[config.mk]
export PLATFORM = sky130hd
export DESIGN_NAME = rftpu_runtime_monitor
export DESIGN_NICKNAME = d
export VERILOG_FILES = /design/src/rtl/rftpu_runtime_monitor.sv
export SDC_FILE = /design/constraint.sdc
export NUM_CORES = 2
export LEC_CHECK = 0
export CAP_MARGIN = 5
export CORE_MARGIN = 2
export CORE_UTILIZATION = 58
export CTS_CLUSTER_SIZE = 14
export DETAILED_ROUTE_END_ITERATION = 8
export GPL_TIMING_DRIVEN = 0
export MAX_ROUTING_LAYER = met4
export PLACE_DENSITY = 0.8
export SLEW_MARGIN = 0
export SYNTH_ARGS = -nofsm -noshare
export SYNTH_HDL_FRONTEND = slang
export SYNTH_SLANG_ARGS = --single-unit
export TNS_END_PERCENT = 5
[constraint.sdc]
create_clock -name clk -period 16 [get_ports clk]
set_clock_uncertainty 0.1 [all_clocks]
set_input_delay 3.2 -clock clk [delete_from_list [all_inputs] [get_ports clk]]
set_output_delay 3.2 -clock clk [all_outputs]
set_load 0.01 [all_outputs]
[src/rtl/rftpu_runtime_monitor.sv]
`default_nettype none
// ============================================================================
// Module   : rftpu_runtime_monitor
// Purpose  : Always-on protocol monitor for the RFTPU tile array and NoC.
//            Tracks a shadow IDLE/BUSY FSM with a busy watchdog per tile,
//            and a per-destination outstanding-packet counter with an age
//            timer. Violations set sticky error flags. The monitor also
//            captures the first error, keeps a saturating event count and
//            raises a maskable registered interrupt.
// Ports    : clk, rst                 clock, synchronous active-high reset
//            tile_start/busy/done/idle_i   per-tile control snoop
//            noc_inject_valid_i, noc_dst_tile_i, noc_eject_valid_i  NoC snoop
//            err_mask_i, err_clr_i    irq enables, clear of error state
//            err_flags_o              sticky flags, bit index = error code
//            err_first_*_o            first-error capture
//            err_count_o              saturating count of erroring cycles
//            irq_o                    |(flags & mask), one cycle after flag
// Option   : RFTPU_MON_CYCLESTAMP_EN  adds a free-running 32-bit cycle
//            counter that is latched into err_first_cycle_o. Without this
//            macro, err_first_cycle_o is tied to 0.
// Error codes: 0 STATE_MUTEX, 1 START_WHILE_BUSY, 2 BUSY_TIMEOUT,
//            3 DONE_WITHOUT_BUSY, 4 BAD_DEST, 5 NOC_TIMEOUT,
//            6 EJECT_UNDERFLOW, 7 OUTSTANDING_OVF
// Revision : 1.0  initial release
// ============================================================================
module rftpu_runtime_monitor #(
    parameter int TILE_COUNT      = 16,
    parameter int DST_W           = 6,
    parameter int BUSY_TIMEOUT    = 32,
    parameter int NOC_LATENCY_MAX = 32,
    parameter int OUT_W           = 4,
    parameter int CNT_WIDTH       = 16
) (
    input  logic                          clk,
    input  logic                          rst,
    input  logic [TILE_COUNT-1:0]         tile_start_i,
    input  logic [TILE_COUNT-1:0]         tile_busy_i,
    input  logic [TILE_COUNT-1:0]         tile_done_i,
    input  logic [TILE_COUNT-1:0]         tile_idle_i,
    input  logic [TILE_COUNT-1:0]         noc_inject_valid_i,
    input  logic [TILE_COUNT*DST_W-1:0]   noc_dst_tile_i,
    input  logic [TILE_COUNT-1:0]         noc_eject_valid_i,
    input  logic [7:0]                    err_mask_i,
    input  logic                          err_clr_i,
    output logic [7:0]                    err_flags_o,
    output logic                          err_first_valid_o,
    output logic [2:0]                    err_first_code_o,
    output logic [$clog2(TILE_COUNT)-1:0] err_first_tile_o,
    output logic [CNT_WIDTH-1:0]          err_count_o,
    output logic [31:0]                   err_first_cycle_o,
    output logic                          irq_o
);

    localparam int TILE_W  = $clog2(TILE_COUNT);
    localparam int WD_W    = $clog2(BUSY_TIMEOUT + 1);
    localparam int AGE_W   = $clog2(NOC_LATENCY_MAX + 1);
    localparam int INC_W   = $clog2(TILE_COUNT + 1);
    localparam int SUM_W   = OUT_W + INC_W + 1;
    localparam int OUT_MAX = (1 << OUT_W) - 1;

    // Destination bound, one bit wider than a dst field so that
    // TILE_COUNT itself is representable in the comparison.
    localparam logic [DST_W:0] TC_EXT = (DST_W + 1)'(TILE_COUNT);

    typedef enum logic {
        ST_IDLE = 1'b0,
        ST_BUSY = 1'b1
    } tile_state_e;

    // ------------------------------------------------------------------
    // Per-tile shadow FSM and watchdog
    // ------------------------------------------------------------------
    tile_state_e           state_q [TILE_COUNT];
    tile_state_e           state_d [TILE_COUNT];
    logic [WD_W-1:0]       wd_q    [TILE_COUNT];
    logic [WD_W-1:0]       wd_d    [TILE_COUNT];

    logic [TILE_COUNT-1:0] e_mutex;
    logic [TILE_COUNT-1:0] e_start_busy;
    logic [TILE_COUNT-1:0] e_busy_to;
    logic [TILE_COUNT-1:0] e_done_idle;

    always_comb begin
        e_mutex      = '0;
        e_start_busy = '0;
        e_busy_to    = '0;
        e_done_idle  = '0;
        for (int t = 0; t < TILE_COUNT; t++) begin
            state_d[t] = state_q[t];
            wd_d[t]    = wd_q[t];
            e_mutex[t] = tile_idle_i[t] && tile_busy_i[t];
            case (state_q[t])
                ST_IDLE: begin
                    // A done seen in IDLE is illegal even if a start
                    // arrives alongside it; the start is still honoured.
                    if (tile_done_i[t]) begin
                        e_done_idle[t] = 1'b1;
                    end
                    if (tile_start_i[t]) begin
                        state_d[t] = ST_BUSY;
                        wd_d[t]    = '0;
                    end
                end
                ST_BUSY: begin
                    if (tile_start_i[t] && tile_done_i[t]) begin
                        // Back-to-back operation: restart the watchdog.
                        wd_d[t] = '0;
                    end else if (tile_done_i[t]) begin
                        state_d[t] = ST_IDLE;
                        wd_d[t]    = '0;
                    end else begin
                        // A stray start does not restart the watchdog, so
                        // a tile cannot hide a hang by re-issuing starts.
                        if (tile_start_i[t]) begin
                            e_start_busy[t] = 1'b1;
                        end
                        if (wd_q[t] == WD_W'(BUSY_TIMEOUT - 1)) begin
                            e_busy_to[t] = 1'b1;
                            state_d[t]   = ST_IDLE;
                            wd_d[t]      = '0;
                        end else begin
                            wd_d[t] = wd_q[t] + WD_W'(1);
                        end
                    end
                end
                default: begin
                    state_d[t] = ST_IDLE;
                    wd_d[t]    = '0;
                end
            endcase
        end
    end

    // ------------------------------------------------------------------
    // NoC outstanding counters and age timers, per destination
    // ------------------------------------------------------------------
    logic [OUT_W-1:0]      out_q [TILE_COUNT];
    logic [OUT_W-1:0]      out_d [TILE_COUNT];
    logic [AGE_W-1:0]      age_q [TILE_COUNT];
    logic [AGE_W-1:0]      age_d [TILE_COUNT];

    logic [TILE_COUNT-1:0] e_bad_dst;
    logic [TILE_COUNT-1:0] e_noc_to;
    logic [TILE_COUNT-1:0] e_underflow;
    logic [TILE_COUNT-1:0] e_ovf;

    always_comb begin : noc_comb
        logic [DST_W-1:0] dst;
        logic [INC_W-1:0] inc;
        logic [SUM_W-1:0] sum;
        logic [SUM_W-1:0] nxt;
        dst         = '0;
        inc         = '0;
        sum         = '0;
        nxt         = '0;
        e_bad_dst   = '0;
        e_noc_to    = '0;
        e_underflow = '0;
        e_ovf       = '0;
        for (int s = 0; s < TILE_COUNT; s++) begin
            dst          = noc_dst_tile_i[s*DST_W +: DST_W];
            e_bad_dst[s] = noc_inject_valid_i[s] && ({1'b0, dst} >= TC_EXT);
        end
        for (int d = 0; d < TILE_COUNT; d++) begin
            // Only in-range destinations can match d, so bad-dest injects
            // never reach a counter.
            inc = '0;
            for (int s = 0; s < TILE_COUNT; s++) begin
                dst = noc_dst_tile_i[s*DST_W +: DST_W];
                if (noc_inject_valid_i[s] && (dst == DST_W'(d))) begin
                    inc = inc + INC_W'(1);
                end
            end
            sum = SUM_W'(out_q[d]) + SUM_W'(inc);
            nxt = sum;
            if (noc_eject_valid_i[d]) begin
                if (sum == '0) begin
                    e_underflow[d] = 1'b1;
                end else begin
                    nxt = sum - SUM_W'(1);
                end
            end
            if (nxt > SUM_W'(OUT_MAX)) begin
                e_ovf[d] = 1'b1;
                nxt      = SUM_W'(OUT_MAX);
            end
            out_d[d] = nxt[OUT_W-1:0];

            // Any eject counts as forward progress for this destination.
            if ((nxt == '0) || noc_eject_valid_i[d]) begin
                age_d[d] = '0;
            end else if (age_q[d] == AGE_W'(NOC_LATENCY_MAX - 1)) begin
                e_noc_to[d] = 1'b1;
                age_d[d]    = '0;
            end else begin
                age_d[d] = age_q[d] + AGE_W'(1);
            end
        end
    end

    always_ff @(posedge clk) begin
        for (int i = 0; i < TILE_COUNT; i++) begin
            if (rst) begin
                state_q[i] <= ST_IDLE;
                wd_q[i]    <= '0;
                out_q[i]   <= '0;
                age_q[i]   <= '0;
            end else begin
                state_q[i] <= state_d[i];
                wd_q[i]    <= wd_d[i];
                out_q[i]   <= out_d[i];
                age_q[i]   <= age_d[i];
            end
        end
    end

    // ------------------------------------------------------------------
    // Error aggregation, first capture, counter and irq
    // ------------------------------------------------------------------
    logic [TILE_COUNT-1:0] err_vec [8];
    logic [7:0]            new_err;
    logic                  any_err;
    logic [2:0]            first_code;
    logic [TILE_W-1:0]     first_tile;

    always_comb begin : agg_comb
        logic found_c;
        logic found_t;
        err_vec[0] = e_mutex;
        err_vec[1] = e_start_busy;
        err_vec[2] = e_busy_to;
        err_vec[3] = e_done_idle;
        err_vec[4] = e_bad_dst;
        err_vec[5] = e_noc_to;
        err_vec[6] = e_underflow;
        err_vec[7] = e_ovf;
        found_c    = 1'b0;
        found_t    = 1'b0;
        first_code = '0;
        first_tile = '0;
        for (int c = 0; c < 8; c++) begin
            new_err[c] = |err_vec[c];
        end
        any_err = |new_err;
        for (int c = 0; c < 8; c++) begin
            if (!found_c && new_err[c]) begin
                found_c    = 1'b1;
                first_code = 3'(c);
            end
        end
        for (int t = 0; t < TILE_COUNT; t++) begin
            if (!found_t && err_vec[first_code][t]) begin
                found_t    = 1'b1;
                first_tile = TILE_W'(t);
            end
        end
    end

    logic [7:0]           flags_q,       flags_d;
    logic                 first_valid_q, first_valid_d;
    logic [2:0]           first_code_q,  first_code_d;
    logic [TILE_W-1:0]    first_tile_q,  first_tile_d;
    logic [CNT_WIDTH-1:0] count_q,       count_d;
    logic                 irq_q,         irq_d;

    always_comb begin : state_comb
        logic [CNT_WIDTH-1:0] cnt_base;
        // Clear applies first so errors in the clear cycle are kept.
        flags_d       = (err_clr_i ? 8'h00 : flags_q) | new_err;
        first_valid_d = err_clr_i ? 1'b0 : first_valid_q;
        first_code_d  = err_clr_i ? 3'd0 : first_code_q;
        first_tile_d  = err_clr_i ? '0   : first_tile_q;
        if (!first_valid_d && any_err) begin
            first_valid_d = 1'b1;
            first_code_d  = first_code;
            first_tile_d  = first_tile;
        end
        cnt_base = err_clr_i ? '0 : count_q;
        count_d  = (any_err && (cnt_base != '1)) ? cnt_base + CNT_WIDTH'(1) : cnt_base;
        irq_d    = |(flags_q & err_mask_i);
    end

    always_ff @(posedge clk) begin
        if (rst) begin
            flags_q       <= '0;
            first_valid_q <= 1'b0;
            first_code_q  <= '0;
            first_tile_q  <= '0;
            count_q       <= '0;
            irq_q         <= 1'b0;
        end else begin
            flags_q       <= flags_d;
            first_valid_q <= first_valid_d;
            first_code_q  <= first_code_d;
            first_tile_q  <= first_tile_d;
            count_q       <= count_d;
            irq_q         <= irq_d;
        end
    end

`ifdef RFTPU_MON_CYCLESTAMP_EN
    logic [31:0] cyc_q;
    logic [31:0] first_cycle_q;

    always_ff @(posedge clk) begin
        if (rst) begin
            cyc_q         <= '0;
            first_cycle_q <= '0;
        end else begin
            cyc_q <= cyc_q + 32'd1;
            if (!(first_valid_q && !err_clr_i) && any_err) begin
                first_cycle_q <= cyc_q;
            end else if (err_clr_i) begin
                first_cycle_q <= '0;
            end
        end
    end

    assign err_first_cycle_o = first_cycle_q;
`else
    assign err_first_cycle_o = 32'd0;
`endif

    assign err_flags_o       = flags_q;
    assign err_first_valid_o = first_valid_q;
    assign err_first_code_o  = first_code_q;
    assign err_first_tile_o  = first_tile_q;
    assign err_count_o       = count_q;
    assign irq_o             = irq_q;

endmodule

`default_nettype wire

# Word-level counts from Yosys, hierarchy flattened
# Memory sizes are Yosys's and may differ from the RTL's.
# Index checks and enable logic that the tools add are counted.
# classes
add_sub_neg	305
n_lt_le_gt_ge	33
eq_ne	273
n_mux	843
bitwise_logic	83
reduce_logical	426
# ops
op	count
adder 5 x 1 -> 5 bit (second input constant)	240
2-to-1 mux 5 bit	240
equality test 6 x 4 -> 1 bit (second input constant)	128
2-to-1 mux 6 bit	128
2-to-1 mux 10 bit	48
equality test 6 x 3 -> 1 bit (second input constant)	64
2-to-1 mux 1 bit	349
logical AND 1 bit	328
zero test 10 bit	32
adder 6 x 1 -> 6 bit (second input constant)	32
equality test 6 x 2 -> 1 bit (second input constant)	32
equality test 6 x 5 -> 1 bit (second input constant)	32
case mux 6 bit (2 select lines)	16
> comparator 10 x 4 -> 1 bit (second input constant)	16
2-to-1 mux 4 bit	32
OR reduction 128 bit	1
OR reduction 16 bit	8
subtractor 6 x 1 -> 7 bit (second input constant)	16
adder 4 x 5 -> 6 bit	16
equality test 6 x 1 -> 1 bit (second input constant)	16
>= comparator 6 x 5 -> 1 bit (second input constant)	16
zero test 6 bit	16
2-to-1 mux 16 bit	4
bitwise OR 1 bit	64
other kinds (15)	89
# word_totals
register_bits	33
ram_bits	272
in_bits	203
output_inout_bits	65
word_cells	1973
memories	4
# mem_list
name	words	word_bits	rd	rd_clocked_by_memory_dff	write_ports	line_no	source
age_q	16	6	16	0	16	139	logic [AGE_W-1:0] age_q [TILE_COUNT];
wd_q	16	6	16	0	16	75	logic [WD_W-1:0] wd_q [TILE_COUNT];
out_q	16	4	16	0	16	137	logic [OUT_W-1:0] out_q [TILE_COUNT];
state_q	16	1	16	0	16	73	tile_state_e state_q [TILE_COUNT];

# Depth between registers and ports, before layout
# depth
ltp_word	102
mapped_depth	74
ltp_nobuf	72

# Worst setup path before layout
# Ideal clock, no wire load.
# synth_timing
path_type	input -> register
from	in noc_dst_tile_i[12]
to	reg first_tile_q[1] (netlist: err_first_tile_o[1])
setup_ns	0.058
arrival_ns	16.133
t_required_ns	15.842
path_slack_ns	-0.290
stages	63
path_buffers	3
cell_sequence	buf_2 > or4b_1 > buf_2 > nor2_1 > xor2_1 > ha_1 > nand3_1 > o31ai_1 > ha_1 > mux2_2 > ha_1 > nand3_1 > nand2_1 > ha_1 > nand4_1 > o21ai_0 > a21oi_1 > inv_1 > (+27 left out) > fa_1 > nand2_1 > or3b_2 > nor3_1 > o221ai_1 > a22oi_1 > o2111a_1 > o2111ai_1 > or4_4 > o41ai_4 > buf_6 > mux2_1 > o22ai_1 > o211ai_2 > nor4b_2 > a21boi_1 > o21bai_2 > o21a_1
# synth_between
elab_chain_len	98
word_cells_on_any_way	759
classes_between	add/sub: 240; order compare: 17; eq/ne: 15; mux: 376; bitwise: 1; reduce/logical: 110
# synth_rtl
item	line_no	source
start, declared	41	input logic [TILE_COUNT*DST_W-1:0] noc_dst_tile_i,
equality test 6 x 1 -> 1 bit, or another cell as far along	170	if (noc_inject_valid_i[s] && (dst == DST_W'(d))) begin
logical AND 1 bit	170	
2-to-1 mux 5 bit	170	
adder 5 x 1 -> 5 bit	171	inc = inc + INC_W'(1);
2-to-1 mux 5 bit	170	
adder 5 x 1 -> 5 bit	171	
2-to-1 mux 5 bit	170	
adder 5 x 1 -> 5 bit	171	
(+82 left out)	-	
2-to-1 mux 1 bit	252	if (!found_t && err_vec[first_code][t]) begin
zero test 1 bit	252	
logical AND 1 bit	252	
2-to-1 mux 1 bit	252	
zero test 1 bit	252	
logical AND 1 bit	252	
2-to-1 mux 4 bit	252	
2-to-1 mux 4 bit	273	if (!first_valid_d && any_err) begin
end signal, assigned	295	first_tile_q <= first_tile_d;
end, declared	262	logic [TILE_W-1:0] first_tile_q, first_tile_d;
# Parallel ways exist; a longest one is shown, timed or not. The select of a mux whose other input is x is not followed.
# A chain may end at the register's enable or synchronous reset.

# Worst setup path in the final report
# layout_timing
from	in noc_dst_tile_i[28]
to	reg first_tile_q[2] (netlist: err_first_tile_o[2])
# layout_between
elab_chain_len	94
word_cells_on_any_way	694
classes_between	add/sub: 208; order compare: 17; eq/ne: 15; mux: 343; bitwise: 1; reduce/logical: 110
# layout_rtl
item	line_no
equality test 6 x 1 -> 1 bit, or another cell as far along	170
logical AND 1 bit	170
2-to-1 mux 5 bit	170
adder 5 x 1 -> 5 bit	171
2-to-1 mux 5 bit	170
adder 5 x 1 -> 5 bit	171
2-to-1 mux 5 bit	170
adder 5 x 1 -> 5 bit	171
(+78 left out)	-
2-to-1 mux 1 bit	252
zero test 1 bit	252
logical AND 1 bit	252
2-to-1 mux 1 bit	252
zero test 1 bit	252
logical AND 1 bit	252
2-to-1 mux 4 bit	252
2-to-1 mux 4 bit	273
# Parallel ways exist; a longest one is shown, timed or not. The select of a mux whose other input is x is not followed.

==> metrics.csv <==
stage;metric;value;unit
setup_path;crit_top_cell;ha_1;
sta;worstMarginPinSlew;1560;ps
setup_path;critPathMaxStageDelay;800;ps
setup_path;worstSetupStartpoint;noc_dst_tile_i[28];
drt;drt-wirelength-per-cell;22.2;µm
min_path;hold_path_class;reg2reg;
finish;syn2layout_area_growth;14.3;%
setup_path;crit_slowest_cell;nor4b_4;
status;status;finished, violations left;
grt;grt_overflow_total;0;
finish;layout.nets;8351;
setup_path;crit_type;in2reg;
sta;relSlewSlack;-5.35;%
status;violations;max-capacitance violations, max-slew violations, negative setup slack;
place;port_buffers;210;
clock_network;cts_num_sinks;305;
sta;fin_crit_sh;103;%
yosys;synthDominantCellAreaShare;11.4;%
clock_network;cts_tree;done;
yosys;synth_area_leaders;dfxtp_1 11%, xnor2_1 9.1%, ha_1 8.9%, nor2_1 6.2%, nand2_1 5.4%;
sta;finalWorstSetupSlack;-429;ps
sta;slew_violations;6;
place;dpl.hpwl;159000;µm
yosys;syn-instance-count;7331;
floorplan;dieHeight;307;µm
grt;antenna_found_initial;34;
pwr;power;3510;µW
sta;setup_viol;15;
setup_path;critPathRequiredTime;16450;ps
grt;busiest_layer;met2;
sta;fin_setup_tns;-2770;ps
min_path;holdPathStages;1;
setup_path;worst-path-max-fanout;10;
grt;met3_usage;7.34;%
yosys;yosys.area.top_type;dfxtp_1;
setup_path;cp.depth;62;
finish;drive_gt1_share;11.0;%
sta;hold_viol_final;0;
sta;timing.fmax;60.9;MHz
floorplan;die_area;0.0945;mm²
yosys;yosysUniqueCellTypes;133;
setup_path;rr_worst_depth;22;
job;maxCapViolCount;2;
drt;vias_per_cell;6.46;
clock_network;clock_latency;600;ps
yosys;syn_area;0.0534;mm²
yosys;ys_async_sr_fraction;0;%
grt;met2_usage;61.6;%
clock_network;cts-htree-levels;1;
grt;grtUsageTotal;41.5;%
grt;grt_pass1_vias;53600;
yosys;synth-main-ff-cell;dfxtp_1;
pwr;vdd_drop_max;0.0753;mV
drt;drtAntennaViolNets;0;
drt;totalWireLength;200000;µm
drt;num_vias;58100;
floorplan;dieWidth;307;µm
sta;min_period;16430;ps
floorplan;io_pins;268;
grt;grt_first_pass_wirelength;301000;µm
min_path;worstHoldStart;age_q[1][6];
sta;rsz0062_at_grt;true;
setup_path;end_kind;flip-flop;
drt;firstDrtPassIters;9;
drt;drcViolationCount;0;
floorplan;coreArea;0.0915;mm²
yosys;ys_seq_elements;305;
clock_network;cts-buffers-inserted;28;
clock_network;cts_root_buf;clkbuf_16;
grt;grt_max_degree;15;
floorplan;start_util;58.4;%
clock_network;clk_path_buf_depth;3;
yosys;ys_seq_area_share;11.4;%
setup_path;reg2reg_from;wd_q[1][12];
yosys;synth_edf_count;0;
setup_path;cp-start-kind;input pin;
pwr;p_leak;0.0245;µW
clock_network;path_clk_slew;60;ps
drt;drt-initial-drc-count;6273;
grt;use_met1;49.0;%
setup_path;critPathBufInv;6;
place;gp_congestion;1.09;
floorplan;fp-row-count;111;
pwr;p_per_area;57.5;mW/mm²
yosys;yosysWarnings;0;
setup_path;path_delay_family;simple AND/OR/NAND/NOR gates;
setup_path;critPathArrivalTime;16870;ps
yosys;avgSynthCellArea;7.29;µm²
-- cell usage after synthesis, types with 174 or more instances --
library cell,number
xnor2_1,558
nor3_1,232
nand2_1,765
clkbuf_1,174
ha_1,380
dfxtp_1,305
a21oi_1,397
o21ai_0,314
xor2_1,272
nand3_1,396
inv_1,261
nor2_1,878
-- flip-flops by register name, summed over array words and instances, names as in the netlist --
name / count
age_q: 96
wd_q: 96
out_q: 64
err_count_o: 16
state_q: 16
err_flags_o: 8
err_first_tile_o: 4
err_first_code_o: 3
err_first_valid_o: 1
irq_o: 1
-- layout by cell type, fill, tap and decap left out, types with 67 or more instances in the layout --
master,instances
mux2i_1,108
a21oi_1,377
or3_1,73
nand3_1,389
clkdlybuf4s50_1,189
nor2b_1,142
xnor3_1,67
buf_4,192
ha_1,363
dfxtp_1,305
xor2_1,261
o21ai_0,292
nand4_1,78
inv_1,257
nor2_1,852
a31oi_1,78
and3_1,134
nand2_1,754
nor3_1,217
nand3b_1,67
nand2b_1,103
clkbuf_1,152
a211oi_1,76
xnor2_1,549
-- metal layers --
| metal | vias to the layer above | share of wire [%] |
|---|---|---|
| met5 | - | 0 |
| met4 | 0 | 9.9 |
| met3 | 785 | 9.2 |
| met2 | 2888 | 42 |
| met1 | 26900 | 39 |
| li1 | 27500 | - |
-- final cells by class --
type,count,area (µm²)
Tap cell,1186,1480
Clock buffer,41,820
Inverter,274,1030
Clock inverter,7,126
Antenna cell,37,92.6
Sequential cell,305,6110
Fill cell,7979,30500
Multi-Input combinational cell,6512,46800
Timing Repair Buffer,366,3280
Buffer,265,1320
-- where the power goes --
part	internal, µW	switching [µW]	total (µW)
clock network	402	310	712
registers	858	55.4	914
logic	760	1130	1890
total	2020	1490	3510
-- kinds of logic (layout without fill, tap and decap cells) --
kind of cell	Yosys count	after routing	share of synthesized area (%)
other	1	69	0.00702
AOI/OAI and AO/OA	1614	1614	20.6
xor gates and xnor gates	969	969	19.2
DFF	305	305	11.4
adders and majority gates	409	409	9.74
and+or+nand+nor	3306	3306	31.1
muxes	182	182	3.60
buffers and inverters	545	953	4.24
-- stage by stage --
stage	hold slack (ps)	cells	util [%]	instance area, µm²	worst slack, ps
final	334	8993	66.7	61100	-429
after detailed placement	333	8765	62.6	57300	-3100
after global placement	325	8758	62.5	57200	-3170
after floorplan	313	7362	-	53600	29.0
after global routing	354	8986	66.7	61000	-1080
after CTS	342	8936	66.2	60600	0.762
-- path summary, 6_finish.rpt --
check,end,slack (ps)
setup / recovery,err_first_tile_o[2],-430
hold / removal,age_q[1][6],330
setup reg to reg,err_first_tile_o[1],10380
hold reg to reg,age_q[1][6],330
-- repair_timing --
| action | CTS | global route |
|---|---|---|
| pin swaps | 113 | 25 |
| resized for setup | 356 | 63 |
| hold buffers | 0 | 0 |
| setup endpoints to repair | 26 | 24 |
| setup buffers | 127 | 18 |
(Power assumes the default switching activity.)
